===== config.mk =====
export PLATFORM = sky130hd
export DESIGN_NAME = video_crtc_gen2
export DESIGN_NICKNAME = d
export VERILOG_FILES = /design/src/rtl/video_pkg.sv /design/src/rtl/video_sync_pulse.sv /design/src/rtl/video_crtc_gen2.sv
export SDC_FILE = /design/constraint.sdc
export NUM_CORES = 1
export LEC_CHECK = 0
export ABC_AREA = 1
export CORE_UTILIZATION = 53
export DETAILED_ROUTE_END_ITERATION = 8
export PLACE_DENSITY_LB_ADDON = 0.2
export SLEW_MARGIN = 10
export SYNTH_ARGS = -nofsm -noshare
export SYNTH_HDL_FRONTEND = slang
export SYNTH_SLANG_ARGS = --single-unit

===== constraint.sdc =====
create_clock -name wb_clock_i -period 4.5 [get_ports wb_clock_i]
set_input_delay 1.35 -clock wb_clock_i [delete_from_list [all_inputs] [get_ports wb_clock_i]]
set_output_delay 1.35 -clock wb_clock_i [all_outputs]
set_load 0.01 [all_outputs]

===== src/rtl/video_pkg.sv =====
// video_pkg: shared types and constants for the gen2 CRTC timing core.
// Frame-state enum, cursor blink modes and the skew pipeline depth.
package video_pkg;

    typedef enum logic [1:0] {
        NORMAL      = 2'd0,
        ADJUST      = 2'd1,
        FRAME_START = 2'd2
    } frame_state_t;

    localparam logic [1:0] BLINK_STEADY = 2'b00;
    localparam logic [1:0] BLINK_OFF    = 2'b01;
    localparam logic [1:0] BLINK_16     = 2'b10;
    localparam logic [1:0] BLINK_32     = 2'b11;

    localparam int SKEW_DEPTH = 3;

endpackage


===== src/rtl/video_sync_pulse.sv =====
// video_sync_pulse: start-match / width counter shared by hsync and vsync.
// Ports: i_clk, i_rst_n, i_cnt_en (count strobe), i_match, i_width -> o_pulse.
module video_sync_pulse #(
    parameter int WIDTH = 4
) (
    input  logic             i_clk,
    input  logic             i_rst_n,
    input  logic             i_cnt_en,
    input  logic             i_match,
    input  logic [WIDTH-1:0] i_width,
    output logic             o_pulse
);

    localparam logic [WIDTH:0] ONE  = {{WIDTH{1'b0}}, 1'b1};
    localparam logic [WIDTH:0] FULL = {1'b1, {WIDTH{1'b0}}};

    logic           r_active;
    logic [WIDTH:0] r_left;
    logic [WIDTH:0] w_len;

    // A programmed width of zero selects the full 2^WIDTH span.
    assign w_len   = (i_width == '0) ? FULL : {1'b0, i_width};
    // The matching unit itself is the first unit of the pulse.
    assign o_pulse = r_active | i_match;

    always_ff @(posedge i_clk or negedge i_rst_n) begin
        if (!i_rst_n) begin
            r_active <= 1'b0;
            r_left   <= '0;
        end else if (i_cnt_en) begin
            if (r_active) begin
                r_left <= r_left - ONE;
                if (r_left == ONE)
                    r_active <= 1'b0;
            end else if (i_match) begin
                r_left   <= w_len - ONE;
                r_active <= (w_len != ONE);
            end
        end
    end

endmodule


===== src/rtl/video_crtc_gen2.sv =====
// video_crtc_gen2: 6545-class CRTC timing core with cursor, blink and skew.
// Inputs: programmed timing/cursor values; outputs: syncs, DE, cursor, MA, RA.
module video_crtc_gen2
    import video_pkg::*;
#(
    parameter int MA_WIDTH   = 14,
    parameter int RA_WIDTH   = 5,
    parameter int H_WIDTH    = 8,
    parameter int V_WIDTH    = 7,
    parameter int SYNC_WIDTH = 4
) (
    input  logic                  wb_clock_i,
    input  logic                  reset_ni,
    input  logic                  clk_en_i,
    input  logic [H_WIDTH-1:0]    h_total_i,
    input  logic [H_WIDTH-1:0]    h_displayed_i,
    input  logic [H_WIDTH-1:0]    h_sync_pos_i,
    input  logic [SYNC_WIDTH-1:0] h_sync_width_i,
    input  logic [SYNC_WIDTH-1:0] v_sync_width_i,
    input  logic [V_WIDTH-1:0]    v_total_i,
    input  logic [RA_WIDTH-1:0]   v_adjust_i,
    input  logic [V_WIDTH-1:0]    v_displayed_i,
    input  logic [V_WIDTH-1:0]    v_sync_pos_i,
    input  logic [RA_WIDTH-1:0]   max_scan_line_i,
    input  logic [RA_WIDTH-1:0]   cursor_start_i,
    input  logic [1:0]            cursor_blink_i,
    input  logic [RA_WIDTH-1:0]   cursor_end_i,
    input  logic [MA_WIDTH-1:0]   start_addr_i,
    input  logic [MA_WIDTH-1:0]   cursor_addr_i,
    input  logic [1:0]            de_skew_i,
    input  logic [1:0]            cursor_skew_i,
    output logic                  h_sync_o,
    output logic                  v_sync_o,
    output logic                  de_o,
    output logic                  cursor_o,
    output logic [MA_WIDTH-1:0]   ma_o,
    output logic [RA_WIDTH-1:0]   ra_o,
    output logic                  frame_start_o
);

    localparam logic [H_WIDTH-1:0]  H_ONE  = {{(H_WIDTH-1){1'b0}}, 1'b1};
    localparam logic [V_WIDTH-1:0]  V_ONE  = {{(V_WIDTH-1){1'b0}}, 1'b1};
    localparam logic [RA_WIDTH-1:0] RA_ONE = {{(RA_WIDTH-1){1'b0}}, 1'b1};
    localparam logic [MA_WIDTH-1:0] MA_ONE = {{(MA_WIDTH-1){1'b0}}, 1'b1};

    logic [H_WIDTH-1:0]    r_h_cnt;
    logic [RA_WIDTH-1:0]   r_ra;
    logic [V_WIDTH-1:0]    r_row;
    logic [MA_WIDTH-1:0]   r_ma;
    logic [MA_WIDTH-1:0]   r_row_base;
    frame_state_t          r_state;
    logic [4:0]            r_blink;
    logic                  r_vs_done;
    logic [SKEW_DEPTH-1:0] r_de_sr;
    logic [SKEW_DEPTH-1:0] r_cur_sr;

    logic                w_line_end;
    logic                w_row_end;
    logic                w_h_de;
    logic                w_v_de;
    logic                w_de_raw;
    logic                w_cur_raw;
    logic                w_blink_on;
    logic                w_adj_done;
    logic                w_frame_wrap;
    logic                w_base_upd;
    logic [MA_WIDTH-1:0] w_ma_inc;
    logic                w_hs_match;
    logic                w_vs_match;
    logic                w_hs;
    logic                w_vs;
    logic                w_de_sk;
    logic                w_cur_sk;

    // >= comparisons keep counters bounded when registers are lowered live.
    assign w_line_end = (r_h_cnt >= h_total_i);
    assign w_row_end  = w_line_end && (r_ra >= max_scan_line_i);
    assign w_h_de     = (r_h_cnt < h_displayed_i);
    assign w_v_de     = (r_row < v_displayed_i) && (r_state != ADJUST);
    assign w_de_raw   = w_h_de && w_v_de;
    assign w_ma_inc   = r_ma + MA_ONE;

    assign w_adj_done = (v_adjust_i == '0) || (r_ra >= v_adjust_i - RA_ONE);
    assign w_frame_wrap = w_line_end &&
        ((r_state == ADJUST) ? w_adj_done :
         (w_row_end && (r_row >= v_total_i) && (v_adjust_i == '0)));

    assign w_base_upd = (r_h_cnt == h_displayed_i - H_ONE) &&
                        (r_ra == max_scan_line_i);

    always_comb begin
        w_blink_on = 1'b1;
        case (cursor_blink_i)
            BLINK_STEADY: w_blink_on = 1'b1;
            BLINK_OFF:    w_blink_on = 1'b0;
            BLINK_16:     w_blink_on = (r_blink[3:0] < 4'd8);
            default:      w_blink_on = (r_blink < 5'd16);
        endcase
    end

    assign w_cur_raw = w_de_raw && (r_ma == cursor_addr_i) &&
                       (r_ra >= cursor_start_i) &&
                       (r_ra <= cursor_end_i) && w_blink_on;

    assign w_hs_match = (r_h_cnt == h_sync_pos_i);
    // The done latch limits vsync to one pulse per frame.
    assign w_vs_match = (r_row == v_sync_pos_i) && (r_ra == '0) && !r_vs_done;

    video_sync_pulse #(.WIDTH(SYNC_WIDTH)) u_hsync (
        .i_clk    (wb_clock_i),
        .i_rst_n  (reset_ni),
        .i_cnt_en (clk_en_i),
        .i_match  (w_hs_match),
        .i_width  (h_sync_width_i),
        .o_pulse  (w_hs)
    );

    video_sync_pulse #(.WIDTH(SYNC_WIDTH)) u_vsync (
        .i_clk    (wb_clock_i),
        .i_rst_n  (reset_ni),
        .i_cnt_en (clk_en_i && w_line_end),
        .i_match  (w_vs_match),
        .i_width  (v_sync_width_i),
        .o_pulse  (w_vs)
    );

    always_comb begin
        w_de_sk  = w_de_raw;
        w_cur_sk = w_cur_raw;
        case (de_skew_i)
            2'd0:    w_de_sk = w_de_raw;
            2'd1:    w_de_sk = r_de_sr[0];
            2'd2:    w_de_sk = r_de_sr[1];
            default: w_de_sk = r_de_sr[2];
        endcase
        case (cursor_skew_i)
            2'd0:    w_cur_sk = w_cur_raw;
            2'd1:    w_cur_sk = r_cur_sr[0];
            2'd2:    w_cur_sk = r_cur_sr[1];
            default: w_cur_sk = r_cur_sr[2];
        endcase
    end

    always_ff @(posedge wb_clock_i or negedge reset_ni) begin
        if (!reset_ni) begin
            r_h_cnt    <= '0;
            r_ra       <= '0;
            r_row      <= '0;
            r_ma       <= '0;
            r_row_base <= '0;
            r_state    <= NORMAL;
            r_blink    <= '0;
            r_vs_done  <= 1'b0;
            r_de_sr    <= '0;
            r_cur_sr   <= '0;
        end else if (clk_en_i) begin
            r_de_sr  <= {r_de_sr[SKEW_DEPTH-2:0], w_de_raw};
            r_cur_sr <= {r_cur_sr[SKEW_DEPTH-2:0], w_cur_raw};
            r_h_cnt  <= w_line_end ? '0 : r_h_cnt + H_ONE;
            if (w_base_upd)
                r_row_base <= w_ma_inc;
            if (w_line_end)
                r_ma <= w_base_upd ? w_ma_inc : r_row_base;
            else
                r_ma <= w_ma_inc;
            if (r_state == FRAME_START) begin
                r_blink <= r_blink + 5'd1;
                r_state <= NORMAL;
            end
            if (w_line_end) begin
                if (w_vs_match)
                    r_vs_done <= 1'b1;
                // Counters are rewound as FRAME_START is entered so that
                // its single character is already the frame's first one.
                if (w_frame_wrap) begin
                    r_state    <= FRAME_START;
                    r_row      <= '0;
                    r_ra       <= '0;
                    r_ma       <= start_addr_i;
                    r_row_base <= start_addr_i;
                    r_vs_done  <= 1'b0;
                end else if (r_state != ADJUST && w_row_end) begin
                    r_ra  <= '0;
                    r_row <= r_row + V_ONE;
                    if (r_row >= v_total_i)
                        r_state <= ADJUST;
                end else begin
                    r_ra <= r_ra + RA_ONE;
                end
            end
        end
    end

    // Reset forces every output low immediately, including combinational ones.
    assign h_sync_o      = reset_ni && w_hs;
    assign v_sync_o      = reset_ni && w_vs;
    assign de_o          = reset_ni && w_de_sk;
    assign cursor_o      = reset_ni && w_cur_sk;
    assign ma_o          = r_ma;
    assign ra_o          = r_ra;
    assign frame_start_o = reset_ni && clk_en_i && (r_state == FRAME_START);

endmodule


Yosys cells after proc, flatten, opt, wreduce, memory -nomap -nowiden:

Index checks and enable logic that the tools add are counted.

* $lt $le $gt $ge: 10
* add/sub/neg operators: 11
* bitwise operators: 2
* reduce and logical (&&, ||, !) cells: 40
* equal/unequal tests: 18
* muxes and demuxes: 34

Operator list (number)
* $mux W14: 6
* $mux W5: 8
* $sub A5 B1 Y5 const B: 5
* $logic_and A1 B1 Y1: 21
* $eq A8 B8 Y1: 2
* $ge A5 B5 Y1: 3
* $add A14 B1 Y14 const B: 1
* $eq A14 B14 Y1: 1
* $mux W7: 2
* $add A5 B1 Y5 const B: 2
* $eq A5 B1 Y1 const B: 2
* $logic_not A5 Y1: 2
* $mux W2: 5
* $ne A5 B1 Y1 const B: 2
* $mux W1: 9
* $pmux W1 S3: 3
* $add A8 B1 Y8 const B: 1
* $eq A2 B1 Y1 const B: 4
* $eq A2 B2 Y1 const B: 4
* $ge A8 B8 Y1: 1
* $logic_not A4 Y1: 2
* $lt A8 B8 Y1: 1
* $mux W8: 1
* $reduce_and A2 Y1: 4
* 16 further kinds: 23

* register bits: 74
* output and inout bits: 24
* input bits: 110

Logic depth before layout (Yosys ltp):

Gate-level depths: netlist (run 1).

* depth after elaboration: 9
* depth in mapped cells: 19
* depth with buffers taken out: 19

By module:

From an unflattened synthesis (run 1), not the netlist that was laid out.

* cell total of the unflattened synthesis: 899
* area total of the unflattened synthesis: 6490.0 sq um

Modules (own cells, without submodules)
* video_crtc_gen2: cells an instance 767, area an instance 5554.1 sq um, instances 1, sequential area each 1551.5 sq um
* video_sync_pulse: cells an instance 66, area an instance 467.9 sq um, instances 2, sequential area each 150.1 sq um

Worst setup path after synthesis (run 1):

OpenSTA, ideal clock, no wires.

* path kind: input port to output port
* start: in h_displayed_i[3]
* end: out cursor_o
* arrival: 2.646 ns
* cell stages on the path: 8
* slack: 0.504 ns
* data required time: 3.150 ns
* cell sequence: inv_1 -> ha_1 -> a21oi_1 -> o21ai_0 -> nor3b_1 -> nor3_1 -> nand3_1 -> a21oi_1

* word-level cells in the longest chain between the ends: 8

Ends and longest elaborated chain
* start, declared: line video_crtc_gen2.sv:16 `input logic [H_WIDTH-1:0] h_displayed_i,`
* $lt A8 B8 Y1: line video_crtc_gen2.sv:78 `assign w_h_de = (r_h_cnt < h_displayed_i);`
* $logic_and A1 B1 Y1: line video_crtc_gen2.sv:80 `assign w_de_raw = w_h_de && w_v_de;`
* $logic_and A1 B1 Y1 (2 in series): line video_crtc_gen2.sv:101 `assign w_cur_raw = w_de_raw && (r_ma == cursor_addr_i) &&`
* $logic_and A1 B1 Y1: line video_crtc_gen2.sv:102 `(r_ra >= cursor_start_i) &&`
* $logic_and A1 B1 Y1: line video_crtc_gen2.sv:103 `(r_ra <= cursor_end_i) && w_blink_on;`
* $pmux W1 S3: line video_crtc_gen2.sv:136 `case (cursor_skew_i)`
* $logic_and A1 B1 Y1: line video_crtc_gen2.sv:198 `assign cursor_o = reset_ni && w_cur_sk;`
* end, declared: line video_crtc_gen2.sv:35 `output logic cursor_o,`

Every way passes these cells.

Worst setup path after layout (run 1):

* start: in h_displayed_i[5]
* end: out de_o

* word-level cells in the longest chain between the ends: 4

Ends and longest elaborated chain
* $lt A8 B8 Y1: line video_crtc_gen2.sv:78
* $logic_and A1 B1 Y1: line video_crtc_gen2.sv:80
* $pmux W1 S3: line video_crtc_gen2.sv:130 `case (de_skew_i)`
* $logic_and A1 B1 Y1: line video_crtc_gen2.sv:197 `assign de_o = reset_ni && w_de_sk;`
* end, declared: line video_crtc_gen2.sv:34 `output logic de_o,`

Every way passes these cells.

==> results.txt, run 1 <==
Status -> finished, violations left
Failing checks -> DRC
Total grt overflow -> 0
R2R cell count -> 15
GP Congestion -> 0.909
ANT cells -> 0
Clock transition at path regs -> 0.05 ns
Post-layout min period -> 4.45 ns
Cell Area, Placed -> 0.00797 mm²
TritonCTS clock tree -> done
Final setup fails -> 0
CP max FO -> 4
Die area -> 0.0124 mm²
Core outline area -> 0.0116 mm²
WHS Endpoint -> r_blink[4]
YS warnings -> 0
Gate Count Post-Synth -> 905
Pre-CTS setup slack -> -0.643 ns
Fmax -> 225 MHz
Mapped cell area -> 0.00636 mm²
Final Max Slew Viols -> 0
Hpwl dp -> 12.5 mm
GRT Total Usage -> 28.6%
Worst r2r dst -> ra_o[4]
IO Port Bufs -> 133
First-pass GRT wire length -> 28.9 mm
Cts bufs inserted -> 9
Flop-to-flop setup slack -> 1.78 ns
Layout Skew -> 0.00345 ns
Drt initial violations -> 401
Layout cells sized above 1 -> 9.13%
Flops & latches, synth -> 74
Rows -> 39
Period Utilization, post-route -> 98.9%
Initial antenna violation count -> 0
Max Buffers Root-to-Sink -> 2
Setup CP Type -> in -> out
Tightest Pin Transition -> 0.735 ns
Final hold vios -> 0
Reg-to-Reg Start -> r_h_cnt[3]
Clock Latency Late Sink -> 0.33 ns
Area growth syn-to-layout -> 33.3%
Die W -> 112 µm
Hold Crit Start -> r_blink[4]
Hold path depth -> 1
Pre-antenna DRT Iters -> 8
Maxcap violations -> 0
Routed WL -> 16.8 mm
Syn_area_per_cell -> 7.03 µm²
Post-route setup slack -> 0.0489 ns
Average wire per standard cell -> 13.9 µm
Slew headroom -> 50.8%
Syn_nets -> 1080
Root buffer cell -> clkbuf_16
CP Data Required Time -> 3.15 ns
Post-synthesis sequential area ratio -> 29.1%
Io pins -> 134
Most frequent cells in the layout -> nand2_1 (228), inv_1 (139), clkdlybuf4s50_1 (120)
Power per cell area -> 439 mW/mm²
Drt via density -> 5.33
CP Launch Type -> primary input
Vias in the first global route -> 6373
Initial Util -> 55.0%
Htree depth -> 3
Largest net degree at the start of global routing -> 43
Cell area after layout -> 0.00848 mm²
Commonest non-fill, non-tap cell in the layout -> nand2_1
Die Y -> 112 µm
Nets -> 1233
Layout Utilization -> 73.3%
WP data arrival -> 3.10 ns
Lkg Pwr -> 4.25 nW
Hold crit path type -> reg -> reg
CP endpoint kind -> output port
Worst VDD drop -> 0.300 mV
Post-route antenna net violation count -> 0
Final TNS setup -> 0 ns
Vias -> 6434
RSZ-0062 raised after global routing -> yes
DRC viols -> 10
CTS Sinks -> 74
Distinct cells, synth -> 44
==> logic make-up (layout without fill, tap and decap cells) <==
logic type | Yosys count | count (layout) | synth area share (%)
and+or+nand+nor | 405 | 405 | 27.3
DFF | 74 | 74 | 29.1
buffers and inverters | 169 | 327 | 10.3
adders and majority gates | 65 | 65 | 12.8
xor gates and xnor gates | 52 | 52 | 7.57
AOI/OAI and AO/OA | 140 | 140 | 12.8
==> stage by stage <==
stage | power (mW) | std cells | hold WS, ns
after floorplan | 2.24 | 905 | 0.447
after global placement | 2.86 | 1187 | 0.464
after detailed placement | 2.91 | 1187 | 0.466
after CTS | 3.66 | 1205 | 0.482
after global routing | 4.05 | 1206 | 0.491
final | 3.72 | 1206 | 0.481
==> where the power goes <==
group | switching, mW | total (mW) | internal (mW)
Combinational | 1.00 | 1.86 | 0.856
Clock | 0.273 | 0.690 | 0.417
Sequential | 0.292 | 1.17 | 0.883
==> state kept, by name, summed over array words and instances (netlist names) <==
name and count:
ma_o 14, r_vs_done 1, r_blink 5, r_row_base 14, r_cur_sr 3, u_vsync.r_active 1
r_h_cnt 8, r_state 2, r_de_sr 3, ra_o 5, u_hsync.r_left 5, r_row 7
u_vsync.r_left 5, u_hsync.r_active 1
==> layout make-up <==
| type | instances | area (µm²) |
|---|---|---|
| timing repair buffer | 163 | 1550 |
| multi-input combinational | 662 | 4060 |
| sequential | 74 | 1850 |
| tap | 143 | 179 |
| clock inverter | 2 | 10.0 |
| clock buffer | 14 | 274 |
| inverter | 148 | 556 |
| fill | 935 | 3090 |
==> synthesized netlist by cell type (all sizes together) <==
master   count  share of area [%]
o2111ai      2               0.28
o21ai       59                4.6
clkinv       3               0.18
o2bb2ai      1               0.14
a21o         1               0.12
o21a         5               0.59
and3         1              0.098
a22oi        8               0.94
o31a         1               0.14
nand2      234                 14
nand4       22                2.2
o311ai       1               0.14
nand3       50                4.1
nor3        14                1.3
dfrtp       74                 29
or2          6               0.59
nor2        73                4.5
xnor2       29                4.1
clkbuf      12               0.71
nor4         1              0.098
a211oi       1               0.12
xor2        23                3.5
nand3b       3               0.35
o22ai        1              0.098
a21oi       38                3.0
a31oi        3               0.30
nor3b        1               0.12
buf          9               0.90
o221ai       3               0.41
inv        145                8.6
ha          65                 13
o21bai       1               0.12
o211ai      15                1.8
==> repair_timing <==
| action | in CTS | in global routing |
|---|---|---|
| setup buffers | 2 | 1 |
| gates resized for setup | 37 | 19 |
| endpoints found under the setup margin | 3 | 5 |
| pin swaps | 23 | 13 |
| hold buffers | 0 | 0 |
==> metal layers <==
metal	vias up	routed length, µm	track usage (%)
met2	202	8030	48.5
met4	0	447	11.4
met1	2951	7360	36.2
met3	41	954	4.90
li1	3240	-	-
met5	-	0	0
==> worst max-delay path: stages <==
cell and delay, ns:
clkdlybuf4s50_1 0.49, inv_1 0.05, ha_1 0.32, a21oi_2 0.14, o21ai_1 0.07, nor3_1 0.14, buf_4 0.18, nand2_4 0.06
a31oi_4 0.14, buf_2 0.15
==> worst max-delay path by stage <==
stage | slack [ns] | cells past startpoint | endpoint | start
after floorplan | 0.50 | 8 | cursor_o | h_displayed_i[3]
after global placement | -0.59 | 12 | de_o | v_displayed_i[2]
after detailed placement | -0.64 | 12 | de_o | v_displayed_i[2]
after CTS | 0.004 | 11 | de_o | h_displayed_i[3]
after global routing | -0.04 | 10 | cursor_o | h_displayed_i[5]
final | 0.05 | 10 | de_o | h_displayed_i[5]
Note: power is estimated with default switching activity, not from simulation.
==> inputs of run 2 (changes only) <==
--- a/config.mk
+++ b/config.mk
@@ -7,6 +7,7 @@
 export LEC_CHECK = 0
 export ABC_AREA = 1
 export CORE_UTILIZATION = 53
+export CTS_BUF_LIST = sky130_fd_sc_hd__clkbuf_8
 export DETAILED_ROUTE_END_ITERATION = 8
 export PLACE_DENSITY_LB_ADDON = 0.2
 export SLEW_MARGIN = 10
==> results.txt, run 2 (synthesis results as in run 1) <==
Tightest Pin Transition -> 0.750 ns
Layout cells sized above 1 -> 9.03%
Status -> finished, violations left
Power per cell area -> 421 mW/mm²
Vias in the first global route -> 6349
DRC viols -> 10
Top Metal Used -> met4
R2R cell count -> 15
Hold path depth -> 1
Layout Skew -> 0.00444 ns
Pre-antenna DRT Iters -> 8
Fin cells -> 1206
CP max FO -> 4
Dpl cells -> 1187
Average wire per standard cell -> 13.9 µm
WL met1 -> 7.27 mm
GRT Total Usage -> 28.6%
Clock transition at path regs -> 0.07 ns
CP endpoint kind -> output port
Worst VDD drop -> 0.232 mV
Commonest non-fill, non-tap cell in the layout -> nand2_1
Cell Area, Placed -> 0.00797 mm²
Lkg Pwr -> 4.19 nW
Slowest-stage cell, CP -> clkdlybuf4s50_1
RSZ-0062 raised after global routing -> yes
Hold Slack -> 0.484 ns
IO Port Bufs -> 133
Area growth syn-to-layout -> 31.4%
Cts bufs inserted -> 9
Fillers -> 972
Initial antenna violation count -> 0
Initial Util -> 55.0%
Worst r2r dst -> ra_o[4]
Sequential Area -> 0.00185 mm²
Routed WL -> 16.7 mm
Hold_buf cts -> 0
Vias -> 6417
GP Congestion -> 0.909
Post-layout min period -> 4.43 ns
CP cell instances -> clkdlybuf4s50_1 > inv_1 > ha_1 > nand4_1 > o2111ai_2 > nor3_1 > buf_4 > nand2_1 > a31oi_2 > buf_2
Final setup fails -> 0
Most frequent cells in the layout -> nand2_1 (229), inv_1 (141), clkdlybuf4s50_1 (120)
Final Max Slew Viols -> 0
Power Total -> 3.51 mW
Clock Latency Late Sink -> 0.37 ns
Failing checks -> DRC
Multi-input combinational cell area -> 0.00405 mm²
Period Utilization, post-route -> 98.4%
Maxcap violations -> 0
WHS Endpoint -> r_blink[4]
WL met2 -> 7.88 mm
Root buffer cell -> clkbuf_8
First-pass GRT wire length -> 28.8 mm
Routed wl met3 -> 1.08 mm
Setup CP Type -> in -> out
CP Data Required Time -> 3.15 ns
Io pins -> 134
TritonCTS clock tree -> done
ANT cells -> 0
Nets -> 1233
Fmax -> 226 MHz
Max incr delay on CP -> 0.45 ns
Drt via density -> 5.32
Die W -> 112 µm
WP data arrival -> 3.08 ns
Htree depth -> 3
Core outline area -> 0.0116 mm²
Slew headroom -> 49.8%
Cell area after layout -> 0.00836 mm²
Largest net degree at the start of global routing -> 43
Total grt overflow -> 0
Max Buffers Root-to-Sink -> 2
Post-route antenna net violation count -> 0
Hpwl dp -> 12.5 mm
CP Launch Type -> primary input
CTS Sinks -> 74
Drt initial violations -> 480
Final hold vios -> 0
Pre-CTS setup slack -> -0.643 ns
Die area -> 0.0124 mm²
Post-route setup slack -> 0.0728 ns
Reg-to-Reg Start -> r_h_cnt[3]
Die Y -> 112 µm
Flop-to-flop setup slack -> 1.80 ns
CP top delay family -> buffers and inverters
Hold Crit Start -> r_blink[4]
Number of buffers and inverters on the critical path -> 4
Hold crit path type -> reg -> reg
Rows -> 39
## run 2: changes by cell type in the layout (fill, tap and decap cells not counted), moves of 2 or more
cell / before / now
clkbuf_1: 2 / 0
clkbuf_8: 3 / 12
inv_1: 139 / 141
clkbuf_16: 9 / 0
## run 2: how the worst max path moves through the flow
| stage | start | endpoint | cells after the start |
|---|---|---|---|
| 2_1_floorplan | h_displayed_i[3] | cursor_o | 8 |
| 3_3_place_gp | v_displayed_i[2] | de_o | 12 |
| 3_5_place_dp | v_displayed_i[2] | de_o | 12 |
| 4_1_cts | v_displayed_i[3] | de_o | 10 |
| 5_1_grt | cursor_start_i[3] | cursor_o | 12 |
| 6_report | v_displayed_i[3] | de_o | 10 |
## run 2: final cells by class
type,count,share of cell area [%]
Timing Repair Buffer,163,18.5
Inverter,148,6.65
Sequential cell,74,22.2
Multi-Input combinational cell,662,48.4
Clock inverter,4,0.210
Tap cell,143,2.14
Clock buffer,12,1.98
## run 2: timing repair
item,CTS,global route
pin swaps,27,11
endpoints found under the setup margin,3,5
gates cloned,0,0
gates resized for setup,37,16
setup buffers,2,1
## run 2: stage by stage
step	util [%]	TNS, ns
global placement	68.9	-1.16
CTS	71.5	0
floorplan	-	0
finish	72.3	0
detailed placement	68.9	-1.27
global route	72.3	-0.0466
## run 2: metal layers
metal | global-route usage [%] | up-vias
met2 | 47.3 | 199
li1 | - | 3237
met3 | 5.93 | 44
met5 | 0 | -
met4 | 11.9 | 0
met1 | 36.5 | 2937
## run 2: report_power, final
part	switching, mW	internal (mW)	leakage (nW)
combinational	0.990	0.857	3.16
clock	0.256	0.240	0.105
sequential	0.290	0.881	0.926
total	1.54	1.98	4.19
==> variant (config.mk and constraints of run 2) <==
The parameter `V_WIDTH` goes from 7 to 14.
--- a/src/rtl/video_crtc_gen2.sv
+++ b/src/rtl/video_crtc_gen2.sv
@@ -8,3 +8,3 @@
     parameter int H_WIDTH    = 8,
-    parameter int V_WIDTH    = 7,
+    parameter int V_WIDTH    = 14,
     parameter int SYNC_WIDTH = 4
Interface: changed (resized v_displayed_i, v_sync_pos_i and v_total_i); port bits go from 134 to 155. The function was not compared with the original's and may differ.
==> variant against run 2 <==
Synthesized area rose by 14%. Total power up 1.3%. Sequential power grew 5%. Highest routed layer unchanged. Sequential cell count increased by 7. Sequential share of layout area down 1.1 points. Wire length up 13%. Critical path type unchanged. Utilization about the same. Critical path depth grew 2. Worst setup slack got worse by 0.0042 ns. Cell area grew 15%. Non-clock buffer count is 22 higher. Worst hold slack gained 0.0028 ns. Clock power is 28% higher.
==> variant: results (changes against run 2) <==
Logic synthesis
  • Post-Synth XOR/XNOR Area: 7.35% (-0.22 points)
  • Top cell types by occurrence after synthesis: nand2_1, inv_1, nor2_1, dfrtp_1, ha_1
  • Area fraction in compound gates after synthesis: 12.8% (-0.017 points)
  • Net count after synthesis: 1259 (+17%)
  • Adder-Cell Fraction of Synth Area: 13.6% (+0.82 points)

Finish
  • Final-layout fill cell count: 1094 (+13%)
  • Layout cell share with drive strength beyond 1: 10.0% (+1.0 points)

Route
  • DR vias/cell: 5.21 (-2.2%)
  • Met3 Routed Length: 950 um (-12%)
  • Pre-antenna DRT Iters: 5 (-3)
  • M1 wire length: 8.25 mm (+14%)
  • 1st-iter DRT viols: 475 (-1.0%)

Placement
  • Area after DPL: 9110 um2 (+14%)
  • DP HPWL: 14.2 mm (+14%)

Setup path
  • R2R Path Start: ra_o[4]$_DFFE_PN0P_
  • Setup crit start: cursor_start_i[4]
  • Reg-to-reg slack, setup: 1.76 ns (-0.04 ns)
  • Reg2reg end: ma_o[7]$_DFFE_PN0P_
  • Worst setup endpoint: cursor_o
  • Worst Path Max Fanout: 3 (-1)

STA
  • Clk_skew: 0.0176 ns (+0.0132 ns)
  • Max-slew headroom: 34.6% (-15 points)

Outcome
  • Status: complete, no violations

Pwr
  • Max IR drop VDD: 229 uV (-1.1%)

Global routing
  • Largest net degree at the start of global routing: 74 (+72%)
  • Gr usage total: 27.8% (-0.85 points)
[variant: changes by cell type after synthesis, sizes merged, moves of 7 or more]
cell    before  now
o211ai      15   22
nand3       50   62
nand2      234  277
inv        145  162
xor2        23   30
dfrtp       74   81
ha          65   79
nor2        73   96
[variant: how the worst min path moves through the flow]
| stage | from | endpoint | slack [ns] | cells after the start |
|---|---|---|---|---|
| global placement | r_row_base[9]$_DFFE_PN0P_ | r_row_base[9]$_DFFE_PN0P_ | 0.46 | 2 |
| finish | r_row_base[5]$_DFFE_PN0P_ | r_row_base[5]$_DFFE_PN0P_ | 0.49 | 2 |
| floorplan | r_row_base[5]$_DFFE_PN0P_ | r_row_base[5]$_DFFE_PN0P_ | 0.45 | 2 |
| detailed placement | r_row_base[11]$_DFFE_PN0P_ | r_row_base[11]$_DFFE_PN0P_ | 0.47 | 2 |
| CTS | r_row_base[5]$_DFFE_PN0P_ | r_row_base[5]$_DFFE_PN0P_ | 0.49 | 2 |
| global route | r_row_base[5]$_DFFE_PN0P_ | r_row_base[5]$_DFFE_PN0P_ | 0.51 | 2 |
[variant: cell families (layout without fill, tap and decap cells)]
logic type,after synthesis,in the layout
buffers and inverters,188,363
AOI/OAI and AO/OA,158,158
muxes,2,2
xor gates and xnor gates,61,61
DFF,81,81
adders and majority gates,79,79
and+or+nand+nor,480,480
[variant: power by group]
part | switching, W | total [W] | internal, W
logic | 0.000894 | 0.00170 | 0.000805
clock network | 0.000289 | 0.000636 | 0.000347
registers | 0.000291 | 0.00123 | 0.000934
[variant: worst max-delay path, delay by kind of cell]
kind | cells | cell delay (ns)
simple gates | 4 | 0.39
buf+inv | 4 | 0.68
fa+ha+maj | 1 | 0.30
compound gates | 3 | 0.35
[variant: per-layer routing]
layer	vias to the layer above	GRT usage (%)
met2	190	48.0
li1	3741	-
met4	0	9.26
met3	29	4.12
met1	3327	35.2
met5	-	0
[variant: metrics by stage]
stage | worst slack [ns] | hold slack, ns
2_1_floorplan | 0.544 | 0.449
3_3_place_gp | -0.601 | 0.462
4_1_cts | -0.0823 | 0.490
3_5_place_dp | -0.625 | 0.466
5_1_grt | -0.0202 | 0.506
6_report | 0.0685 | 0.487
[variant: area by class of cell]
cell class                 count  area [um2]  area share (%)
sequential                    81        2030            21.1
clock buffer                  11         151            1.58
tap                          176         220            2.29
inverter                     162         608            6.33
multi-input combinational    780        4750            49.4
timing repair buffer         185        1770            18.4
clock inverter                 5        86.3           0.899
[variant: repair_timing]
item                                   CTS  global route
buffers inserted                         2             1
setup endpoints to repair                3             4
pin swaps                               34            24
resized for setup                       50            39
endpoints found under the hold margin    0             0
